==> config.mk <==
export PLATFORM = sky130hd
export DESIGN_NAME = ct_read_arbiter
export DESIGN_NICKNAME = d
export VERILOG_FILES = /design/src/rtl/ct_read_arbiter.sv
export SDC_FILE = /design/constraint.sdc
export NUM_CORES = 1
export LEC_CHECK = 0
export CAP_MARGIN = 20
export CORE_UTILIZATION = 39
export CTS_CLUSTER_SIZE = 12
export DETAILED_ROUTE_END_ITERATION = 6
export GPL_TIMING_DRIVEN = 0
export PLACE_DENSITY = 0.81
export REMOVE_ABC_BUFFERS = 1
export SETUP_SLACK_MARGIN = 0.2
export SLEW_MARGIN = 20
export SYNTH_ARGS = -nofsm -noshare
export SYNTH_HDL_FRONTEND = slang
export SYNTH_SLANG_ARGS = --single-unit
==> constraint.sdc <==
create_clock -name clk -period 3.7 [get_ports clk]
set_clock_uncertainty 0.15 [all_clocks]
set_input_delay 0.925 -clock clk [delete_from_list [all_inputs] [get_ports clk]]
set_output_delay 0.925 -clock clk [all_outputs]
set_load 0.1 [all_outputs]
==> src/rtl/ct_read_arbiter.sv <==
// ct_read_arbiter: round-robin ct_mem read-port arbiter with bounded lock and latency-matched return strobes
module ct_read_arbiter #(
  parameter int N_REQ = 4,
  parameter int AW = 8,
  parameter int DW = 8,
  parameter int RD_LAT = 1,
  parameter int MAX_LOCK = 16
) (
  input  logic               clk,
  input  logic               rst,
  input  logic [N_REQ-1:0]   req,
  input  logic [N_REQ-1:0]   lock,
  input  logic [N_REQ*AW-1:0] addr,
  output logic [N_REQ-1:0]   gnt,
  output logic [AW-1:0]      mem_addr,
  input  logic [DW-1:0]      mem_rddata,
  output logic [DW-1:0]      rd_data,
  output logic [N_REQ-1:0]   rd_valid,
  output logic               busy
);
  localparam int IW = $clog2(N_REQ);
  localparam int CW = $clog2(MAX_LOCK + 1);
  logic [IW-1:0] last_id, owner, w;
  logic [CW-1:0] lock_cnt;
  logic lock_owner_valid, locked, any;
  logic [RD_LAT-1:0] pv;
  logic [IW-1:0] pid [RD_LAT];
  assign locked = lock_owner_valid && req[owner] && lock[owner] && lock_cnt < CW'(MAX_LOCK);
  always_comb begin
    w = owner;
    any = locked;
    for (int k = N_REQ; k >= 1; k--) begin
      if (!locked && req[(int'(last_id) + k) % N_REQ]) begin
        w = IW'((int'(last_id) + k) % N_REQ);
        any = 1'b1;
      end
    end
  end
  assign gnt = (any && !rst) ? N_REQ'(1) << w : '0;
  assign mem_addr = (any && !rst) ? addr[w*AW +: AW] : '0;
  assign rd_data = mem_rddata;
  assign rd_valid = (pv[RD_LAT-1] && !rst) ? N_REQ'(1) << pid[RD_LAT-1] : '0;
  assign busy = !rst && (any || |pv);
  always_ff @(posedge clk) begin
    if (rst) begin
      last_id <= IW'(N_REQ - 1);
      owner <= '0;
      lock_cnt <= '0;
      lock_owner_valid <= 1'b0;
      pv <= '0;
    end else begin
      pv[0] <= any;
      pid[0] <= w;
      for (int s = 1; s < RD_LAT; s++) begin
        pv[s] <= pv[s-1];
        pid[s] <= pid[s-1];
      end
      if (any) begin
        last_id <= w;
        owner <= w;
        lock_owner_valid <= lock[w];
        lock_cnt <= locked ? lock_cnt + 1'b1 : CW'(1);
      end else begin
        lock_owner_valid <= 1'b0;
        lock_cnt <= '0;
      end
    end
  end
endmodule

==> results of run 1 <==
[how the worst min path moves through the flow]
stage	start	end	slack, ps	cells past startpoint
after floorplan	lock_cnt[3]$_SDFF_PP0_	lock_cnt[4]$_SDFF_PP0_	280	2
after global placement	lock_cnt[3]$_SDFF_PP0_	lock_cnt[4]$_SDFF_PP0_	300	2
after detailed placement	lock_cnt[3]$_SDFF_PP0_	lock_cnt[4]$_SDFF_PP0_	310	2
after CTS	lock_cnt[3]$_SDFF_PP0_	lock_cnt[4]$_SDFF_PP0_	320	2
after global routing	lock_cnt[3]$_SDFF_PP0_	lock_cnt[4]$_SDFF_PP0_	370	2
final	lock_cnt[3]$_SDFF_PP0_	lock_cnt[4]$_SDFF_PP0_	360	2
[power by group]
group	switching [mW]	leakage, nW	internal [mW]
combinational	0.842	0.842	0.628
sequential	0.0566	0.111	0.175
clock	0.0536	0.0150	0.0420
[metal layers]
| metal | track usage [%] | vias to the layer above | wire length (um) |
|---|---|---|---|
| met2 | 50.5 | 132 | 2770 |
| li1 | - | 685 | - |
| met3 | 7.89 | 29 | 572 |
| met1 | 32.1 | 735 | 1850 |
| met4 | 15.9 | 0 | 287 |
| met5 | 0 | - | 0 |
[cell type report]
cell class                      count  area, sq um  area share, %
Inverter                            6         22.5          0.884
Clock buffer                        4         26.3           1.03
Timing Repair Buffer               74          915           35.9
Sequential cell                    13          282           11.0
Multi-Input combinational cell    119         1250           49.0
Tap cell                           44         55.1           2.16
[cell families after synthesis]
kind of cell             count (synthesis)  synth area share [%]
flip-flops                              13                  20.9
multiplexers                            20                  15.9
adder cells (fa/ha/maj)                  1                 0.933
AO/OA/AOI/OAI                           40                  24.1
XOR/XNOR                                 2                  1.31
AND/OR/NAND/NOR                         52                  21.5
buffers and inverters                   27                  15.4
[timing repair]
item	in CTS	in global routing
resized for setup	219	37
endpoints found under the hold margin	0	0
cloned	5	2
hold buffers	0	0
setup endpoints to repair	18	13
pin swaps	22	14
setup buffers	10	3
[critical path, cell delays in order]
cell	delay, ps
buf_12	110
nand2b_4	140
o21ai_2	140
a22oi_2	80
a21oi_2	250
buf_4	160
o211a_4	290
mux2i_4	320
o22ai_4	120
buf_12	180
[flip-flops by register name, indices dropped and copies added, names as in the netlist]
name / count
lock_cnt: 5
last_id: 2
owner: 2
pid: 2
lock_owner_valid: 1
pv: 1
[stage by stage]
step	power, mW	setup TNS [ps]	cell area (sq um)	hold slack [ps]
3_5_place_dp	1.13	-25760	1790	309
4_1_cts	1.60	-1.91	2310	322
5_1_grt	1.85	-1110	2550	371
3_3_place_gp	1.12	-24570	1790	296
6_report	1.80	-607	2550	361
2_1_floorplan	0.923	-11870	1160	284
[cells in the final DEF, fill, tap and decap left out, types with 2 or more instances in the layout]
cell type,count
clkdlybuf4s50_1,33
buf_12,15
buf_4,11
mux2i_4,10
dfxtp_1,10
nor2_1,9
nand2_1,8
inv_1,6
o22ai_4,6
mux2i_1,6
o21ai_0,5
nand3_1,4
nand2b_4,4
a21oi_1,4
buf_6,4
nand3b_1,3
nand2b_1,3
a21o_1,3
a21oi_2,3
o211a_4,3
mux2i_2,3
nor2_4,3
clkbuf_4,3
buf_2,3
clkdlybuf4s15_2,3
nand2_8,2
o21ai_4,2
nand3_2,2
nor2b_1,2
and2_4,2
o21ai_2,2
o21ai_1,2
nor4bb_1,2
o22ai_2,2
clkbuf_16,2
edfxtp_1,2
==> impl_results.md, run 1 <==
* Synth cell count leaders: 19 x mux2i_1, 13 x nor2_1, 11 x buf_4, 11 x dfxtp_1, 9 x nand2_1
* Post-route setup slack at -99.2 ps
* Slew headroom at 63.6%
* Post-synth EDFFs at 2
* Worst reg2reg endpoint: lock_owner_valid$_SDFF_PN0_
* Vias at 1581
* Die ar. at 3680 sq um
* FP Rows at 20
* Starting Density at 42.5%
* Failing checks: setup timing
* # nets final at 268
* Crit path launch: req[3]
* Tcrit/Tclk final at 103%
* Sequential fraction of the synthesis area at 20.9%
* Dpl cells at 236
* Most frequent cell after synthesis: mux2i_1
* Fmax at 263 MHz
* H-tree depth at 1
* Status: finished, violations left
* Die extent in x at 60.6 um
* First-pass GRT wire length at 7710 um
* Post-synth ARST share at 0%
* Syn. warnings at 0
* Vias in the first global route at 1624
* Post-DP HPWL at 2510 um
* I/O Buffers at 58
* Final ANT Viol Nets at 0
* Mapped Cells at 155
* CP Class: in -> out
* Root Driver: clkbuf_4
* Finish-stage setup viols at 10
* DRC marker count from the first detailed-route iteration at 131
* Synthesized area per cell at 8.65 sq um
* Drt pass-1 iters at 5
* Area contributors post-synth: dfxtp_1 16%, mux2i_1 14%, o22ai_2 7.5%, buf_4 6.2%, buf_6 5.0%
* DR DRC count at 0
* Reg2Reg Setup Slack at 1290 ps
* Library cells used by synthesis at 47
* Crit Path Max Fanout at 7
* Final wirelength at 5480 um
* Clk_lat worst skew at 290 ps
* Post-synth top area cell: dfxtp_1
* Ant diodes at 0
* Finished Layout Cells at 260
* Share of post-route cells with drive strength above 1 at 44.9%
* Yosys top cell area share at 16.4%
* IO Pins at 75
* Initial antenna violation count at 0
* Slew Limit Fails at 0
* Largest net degree at the start of global routing at 19
* Final Util at 80.8%
* Critical Path AT at 2720 ps
* Mapped cell area at 1340 sq um
* CTS tree: done
* Peak VDD IR at 429 uV
* Final Hold Fails at 0
* Vias per inst at 6.08
* Ys flop type: dfxtp_1
* RR Startpoint: last_id[1]$_SDFFE_PP1N_
* Static Leakage at 0.968 nW
* GRT Util Overall at 29.0%
* #FFs+latches synth at 13
* Die height at 60.6 um
* Area Overhead vs Synth at 90.0%
* Gpl congestion at 0.773
* Worst setup SP type: input pin
* Measured slew at the worst slew-check pin at 549 ps
* Final critical-path required period at 3800 ps
* CTS buffer count at 3
* Critical Path RT at 2620 ps
* R2R depth at 7
* Endpoint type of the worst setup path: primary output
* Place WS at -2070 ps
* Max-cap viol count at 0
* Clock transition at path regs at 90 ps
* Core Footprint at 3150 sq um
* Worst min path class: reg -> reg
* RSZ-0062 raised after global routing: true
* Fill cells at 181
* PwrDens at 705 nW/um^2
* CTS sink count at 13
* Drt wl/cell at 21.1 um
* Deepest clock path buffer count at 2
* Grt ovf at 0
* CP endpoint: mem_addr[1]
Note: power is estimated with default switching activity, not from simulation.
==> inputs of run 2 (changes only) <==
==> constraint.sdc (replaced) <==
create_clock -name clk -period 3.91 [get_ports clk]
set_clock_uncertainty 0.15 [all_clocks]
set_input_delay 0.9775 -clock clk [delete_from_list [all_inputs] [get_ports clk]]
set_output_delay 0.9775 -clock clk [all_outputs]
set_load 0.1 [all_outputs]
==> impl_results.md, run 2 (synthesized netlist as in run 1, its figures left out) <==
* Reg with most FFs: lock_cnt (unchanged)
* Core Footprint at 3150 sq um (unchanged)
* Reg2Reg Setup Slack at 1470 ps (was 1290 ps)
* Hold path cells at 2 (unchanged)
* Die ar. at 3680 sq um (unchanged)
* Dpl cell area at 1790 sq um (unchanged)
* Finish-stage setup viols at 2 (was 10)
* I/O Buffers at 58 (unchanged)
* Gpl congestion at 0.773 (unchanged)
* Max reg flops at 5 (unchanged)
* Max-cap viol count at 0 (unchanged)
* Pint at 797 uW (was 846 uW)
* Finished Layout Cells at 262 (was 260)
* Final Hold Fails at 0 (unchanged)
* Reg power frac at 13.0% (was 12.9%)
* Initial antenna violation count at 0 (unchanged)
* Final Util at 81.2% (was 80.8%)
* Vias at 1598 (was 1581)
* FP Rows at 20 (unchanged)
* Measured slew at the worst slew-check pin at 549 ps (about the same)
* IO Pins at 75 (unchanged)
* RSZ-0062 raised after global routing: true (unchanged)
* Most common cell after layout, fill and taps aside: clkdlybuf4s50_1 (unchanged)
* GRT Util Overall at 32.1% (was 29.0%)
* Starting Density at 42.5% (unchanged)
* Hold_ws at 407 ps (was 361 ps)
* Final wirelength at 5660 um (was 5480 um)
* Die extent in x at 60.6 um (unchanged)
* Grt ovf at 0 (unchanged)
* Critical Path RT at 2780 ps (was 2620 ps)
* Status: finished, violations left (unchanged)
* Worst setup SP type: input pin (unchanged)
* H-tree depth at 1 (unchanged)
* Crit path max-delay cell type: o211ai_1 (was mux2i_4)
* Clock power frac at 5.1% (was 5.3%)
* Vias per inst at 6.10 (was 6.08)
* Vias in the first global route at 1708 (was 1624)
* R2R depth at 7 (unchanged)
* Final critical-path required period at 3910 ps
* Deepest clock path buffer count at 2 (unchanged)
* Net Switching at 903 uW (was 952 uW)
* Final design area excluding fillers at 2560 sq um (was 2550 sq um)
* DRC marker count from the first detailed-route iteration at 111 (was 131)
* Worst min path class: reg -> reg (unchanged)
* Cells along the critical path: buf_12, nand2_4, o21ai_2, o211ai_1, nand3_2, o211a_4, mux2i_2, o22ai_2, buf_12 (was buf_12, nand2b_4, o21ai_2, a22oi_2, a21oi_2, buf_4, o211a_4, mux2i_4, o22ai_4, buf_12)
* Ant diodes at 0 (unchanged)
* Clock transition at path regs at 90 ps (about the same)
* Crit Path Max Fanout at 7 (unchanged)
* Tcrit/Tclk final at 100%
* CP Class: in -> out (unchanged)
* Failing checks: setup timing (unchanged)
* CTS tree: done (unchanged)
* CTS buffer count at 3 (unchanged)
* Clk_lat worst skew at 280 ps (was 290 ps)
* Slowest stage delay, CP at 370 ps (was 320 ps)
* Commonest non-fill, non-tap cells in the layout: 33 x clkdlybuf4s50_1, 16 x buf_12, 11 x buf_4 (was 33 x clkdlybuf4s50_1, 15 x buf_12, 11 x buf_4)
* CP dominant cell by count: buf_12 (unchanged)
* Final ANT Viol Nets at 0 (unchanged)
* Die height at 60.6 um (unchanged)
* Peak VDD IR at 574 uV (was 429 uV)
* Slew headroom at 63.5% (was 63.6%)
* First-pass GRT wire length at 8390 um (was 7710 um)
* Share of post-route cells with drive strength above 1 at 47.7% (was 44.9%)
* Post-route setup slack at -4.47 ps (was -99.2 ps)
* Logic pwr share at 81.9% (was 81.8%)
* # nets final at 270 (was 268)
* Root Driver: clkbuf_4 (unchanged)
* Drt pass-1 iters at 4 (was 5)
* Largest net degree at the start of global routing at 19 (unchanged)
* Dpl cells at 236 (unchanged)
* Endpoint type of the worst setup path: primary output (unchanged)
* Drt wl/cell at 21.6 um (was 21.1 um)
* Setup TNS at -7.24 ps (was -607 ps)
* Static Leakage at 0.976 nW (was 0.968 nW)
* PwrDens at 664 nW/um^2 (was 705 nW/um^2)
* Fmax at 255 MHz
* Critical Path AT at 2790 ps (was 2720 ps)
* Slew Limit Fails at 0 (unchanged)
* Area Overhead vs Synth at 90.9% (was 90.0%)
* Post-DP HPWL at 2510 um (unchanged)
* DR DRC count at 0 (unchanged)
* Switching Share at 53.1% (was 53.0%)
* CTS sink count at 13 (unchanged)
## run 2: power groups by stage
stage          Combinational (mW)  Sequential [mW]  Clock, mW
2_1_floorplan               0.674            0.200          0
3_3_place_gp                0.847            0.209          0
3_5_place_dp                0.859            0.211          0
4_1_cts                      1.31            0.217     0.0814
5_1_grt                      1.43            0.226     0.0919
6_report                     1.39            0.221     0.0875
## run 2: critical path: cells and delay by family
kind	cells	cell delay [ps]
buffers and inverters	2	330
AND/OR/NAND/NOR	2	300
multiplexers	1	190
AO/OA/AOI/OAI	4	980
## run 2: repair_timing
item,CTS,global route
setup endpoints to repair,17,12
cloned,6,0
pin swaps,25,6
buffers inserted,14,2
hold buffers,0,0
gates resized for setup,248,12
## run 2: path summary, 6_finish.rpt
| kind | start | endpoint |
|---|---|---|
| setup / recovery | req[0] | mem_addr[2] |
| hold / removal | lock_cnt[3]$_SDFF_PP0_ | lock_cnt[4]$_SDFF_PP0_ |
| setup reg to reg | last_id[0]$_SDFFE_PP1N_ | lock_owner_valid$_SDFF_PN0_ |
| hold reg to reg | lock_cnt[3]$_SDFF_PP0_ | lock_cnt[4]$_SDFF_PP0_ |
## run 2: layer usage
layer  track usage, %  up-vias  part of all wire, %
met5                0        -                    0
met4             18.5        0                  3.5
met3             7.46       22                  7.1
met2             55.1      104                   52
met1             36.4      778                   37
li1                 -      694                    -
## run 2: final cells by class
cell class	instances	area, sq um
timing repair buffer	76	938
inverter	6	22.5
tap	44	55.1
multi-input combinational	119	1240
clock buffer	4	26.3
sequential	13	282
fill	181	593
## run 2: stage by stage
step / power [mW] / worst slack (ps)
after floorplan: 0.873 / -1350
after global placement: 1.06 / -1870
after detailed placement: 1.07 / -1970
after CTS: 1.61 / 86.5
after global routing: 1.75 / -44.0
final: 1.70 / -4.47
==> inputs of run 3 (changes only) <==
--- a/config.mk
+++ b/config.mk
@@ -6,11 +6,11 @@
 export NUM_CORES = 1
 export LEC_CHECK = 0
 export CAP_MARGIN = 20
-export CORE_UTILIZATION = 39
+export CORE_UTILIZATION = 35
 export CTS_CLUSTER_SIZE = 12
 export DETAILED_ROUTE_END_ITERATION = 6
 export GPL_TIMING_DRIVEN = 0
-export PLACE_DENSITY = 0.81
+export PLACE_DENSITY = 0.77
 export REMOVE_ABC_BUFFERS = 1
 export SETUP_SLACK_MARGIN = 0.2
 export SLEW_MARGIN = 20
==> constraint.sdc (replaced) <==
create_clock -name clk -period 3.1 [get_ports clk]
set_clock_uncertainty 0.15 [all_clocks]
set_input_delay 0.775 -clock clk [delete_from_list [all_inputs] [get_ports clk]]
set_output_delay 0.775 -clock clk [all_outputs]
set_load 0.1 [all_outputs]
==> impl_results.md, run 3 (synthesized netlist as in run 1, its figures left out) <==
* Worst min path class: reg -> reg (unchanged)
* CTS buffer count at 3 (unchanged)
* Final design area excluding fillers at 2540 sq um (was 2560 sq um)
* Most common cell after layout, fill and taps aside: clkdlybuf4s50_1 (unchanged)
* Max-cap viol count at 0 (unchanged)
* CTS sink count at 13 (unchanged)
* Status: finished, violations left (unchanged)
* Tcrit/Tclk final at 113%
* Static Leakage at 0.993 nW (was 0.976 nW)
* Slew headroom at 70.1% (was 63.5%)
* First-pass GRT wire length at 7500 um (was 8390 um)
* IO Pins at 75 (unchanged)
* RSZ-0062 raised after global routing: true (unchanged)
* Vias at 1490 (was 1598)
* R2R depth at 7 (unchanged)
* Clk_lat worst skew at 250 ps (was 280 ps)
* GRT Util Overall at 24.4% (was 32.1%)
* Grt ovf at 0 (unchanged)
* Hold Buf Count CTS at 0 (unchanged)
* Endpoint type of the worst setup path: primary output (unchanged)
* Final wirelength at 4880 um (was 5660 um)
* Vias per inst at 5.50 (was 6.10)
* Worst setup SP type: input pin (unchanged)
* Reg2Reg Setup Slack at 730 ps (was 1470 ps)
* Vias in the first global route at 1508 (was 1708)
* Post-route setup slack at -407 ps (was -4.47 ps)
* Dpl cells at 240 (was 236)
* Finished Layout Cells at 271 (was 262)
* # nets final at 275 (was 270)
* Share of post-route cells with drive strength above 1 at 45.3% (was 47.7%)
* Hold_ws at 362 ps (was 407 ps)
* Failing checks: setup timing (unchanged)
* I/O Buffers at 58 (unchanged)
* DR DRC count at 0 (unchanged)
* Crit Path Max Fanout at 6 (was 7)
* Largest net degree at the start of global routing at 19 (unchanged)
* Hold Path End: lock_cnt[4]$_SDFF_PP0_ (unchanged)
* Area Overhead vs Synth at 89.4% (was 90.9%)
* Final Hold Fails at 0 (unchanged)
* Fill cells at 257 (was 181)
* Hold path cells at 2 (unchanged)
* Final Util at 69.4% (was 81.2%)
* Peak VDD IR at 655 uV (was 574 uV)
* Die ar. at 4080 sq um (was 3680 sq um)
* CTS tree: done (unchanged)
* Ant diodes at 0 (unchanged)
* Critical Path RT at 2170 ps (was 2780 ps)
* RR Startpoint: last_id[0]$_SDFFE_PP1N_ (unchanged)
* DRC marker count from the first detailed-route iteration at 101 (was 111)
* Drt pass-1 iters at 4 (unchanged)
* Drt wl/cell at 18.0 um (was 21.6 um)
* CP Class: in -> out (unchanged)
* Critical Path AT at 2580 ps (was 2790 ps)
* Core Footprint at 3660 sq um (was 3150 sq um)
* Clock transition at path regs at 60 ps (was 90 ps)
* Post-DP HPWL at 2180 um (was 2510 um)
* Pwr Total at 2.14 mW (was 1.70 mW)
* Finish-stage setup viols at 12 (was 2)
* Worst reg2reg endpoint: lock_owner_valid$_SDFF_PN0_ (unchanged)
* Hold_sp: lock_cnt[3]$_SDFF_PP0_ (unchanged)
* PwrDens at 842 nW/um^2 (was 664 nW/um^2)
* Slew Limit Fails at 0 (unchanged)
* Initial antenna violation count at 0 (unchanged)
* Gpl congestion at 0.780 (was 0.773)
* Dpl cell area at 1800 sq um (was 1790 sq um)
* Deepest clock path buffer count at 2 (unchanged)
* H-tree depth at 1 (unchanged)
* Root Driver: clkbuf_8 (was clkbuf_4)
* Fmax at 285 MHz
* Die height at 63.9 um (was 60.6 um)
* Final ANT Viol Nets at 0 (unchanged)
* Final critical-path required period at 3510 ps
* Starting Density at 36.6% (was 42.5%)
* Reg with most FFs: lock_cnt (unchanged)
* Max reg flops at 5 (unchanged)
* Die extent in x at 63.9 um (was 60.6 um)
* FP Rows at 22 (was 20)
* Commonest non-fill, non-tap cells in the layout: 32 x clkdlybuf4s50_1, 25 x buf_4, 16 x buf_12 (was 33 x clkdlybuf4s50_1, 16 x buf_12, 11 x buf_4)
* Measured slew at the worst slew-check pin at 448 ps (was 549 ps)
==> run 3: metrics by stage <==
stage | setup WS, ps | setup TNS (ps)
floorplan | -1750 | -16440
global placement | -2370 | -32580
detailed placement | -2380 | -32730
CTS | -382 | -4110
global route | -496 | -5120
finish | -407 | -4220
==> run 3: cell type report <==
cell class                      instances  area, sq um  share of cell area [%]
Multi-Input combinational cell        119         1200                    47.2
Tap cell                               48         60.1                    2.36
Clock buffer                            4         45.0                    1.77
Timing Repair Buffer                   81          928                    36.6
Inverter                                6         22.5                   0.887
Sequential cell                        13          284                    11.2
==> run 3: where the power goes <==
group | internal, mW | switching, mW
clock network | 0.0910 | 0.0671
registers | 0.211 | 0.0642
logic | 0.738 | 0.969
==> run 3: worst max path at each step <==
stage                start          end  slack, ps
CTS                 req[0]  mem_addr[2]       -380
floorplan              rst  rd_valid[0]      -1750
global route        req[0]  mem_addr[4]       -500
finish              req[2]  mem_addr[4]       -410
detailed placement  req[1]  mem_addr[7]      -2380
global placement    req[1]  mem_addr[0]      -2370
==> run 3: layer usage <==
metal / part of all wire [%] / vias up / wire length [um] / global-route usage, %
met2: 54 / 76 / 2620 / 44.4
met4: 2.3 / 0 / 110 / 9.66
met3: 5.8 / 13 / 284 / 5.71
met1: 38 / 703 / 1870 / 27.0
met5: 0 / - / 0 / 0
li1: - / 698 / - / -
==> run 3: repair_timing <==
| action | CTS | global route |
|---|---|---|
| gates resized for setup | 234 | 23 |
| endpoints found under the setup margin | 21 | 16 |
| cloned | 5 | 0 |
| pin swaps | 20 | 15 |
| endpoints found under the hold margin | 0 | 0 |
| setup buffers | 14 | 8 |
==> run 3: critical path: stages <==
cell and delay (ps):
buf_12 110, buf_4 140, nand3_2 80, o21ai_4 70, a22oi_2 210, a21oi_2 90
buf_4 160, o211a_4 320, mux2i_4 220, o22ai_4 190, buf_12 190
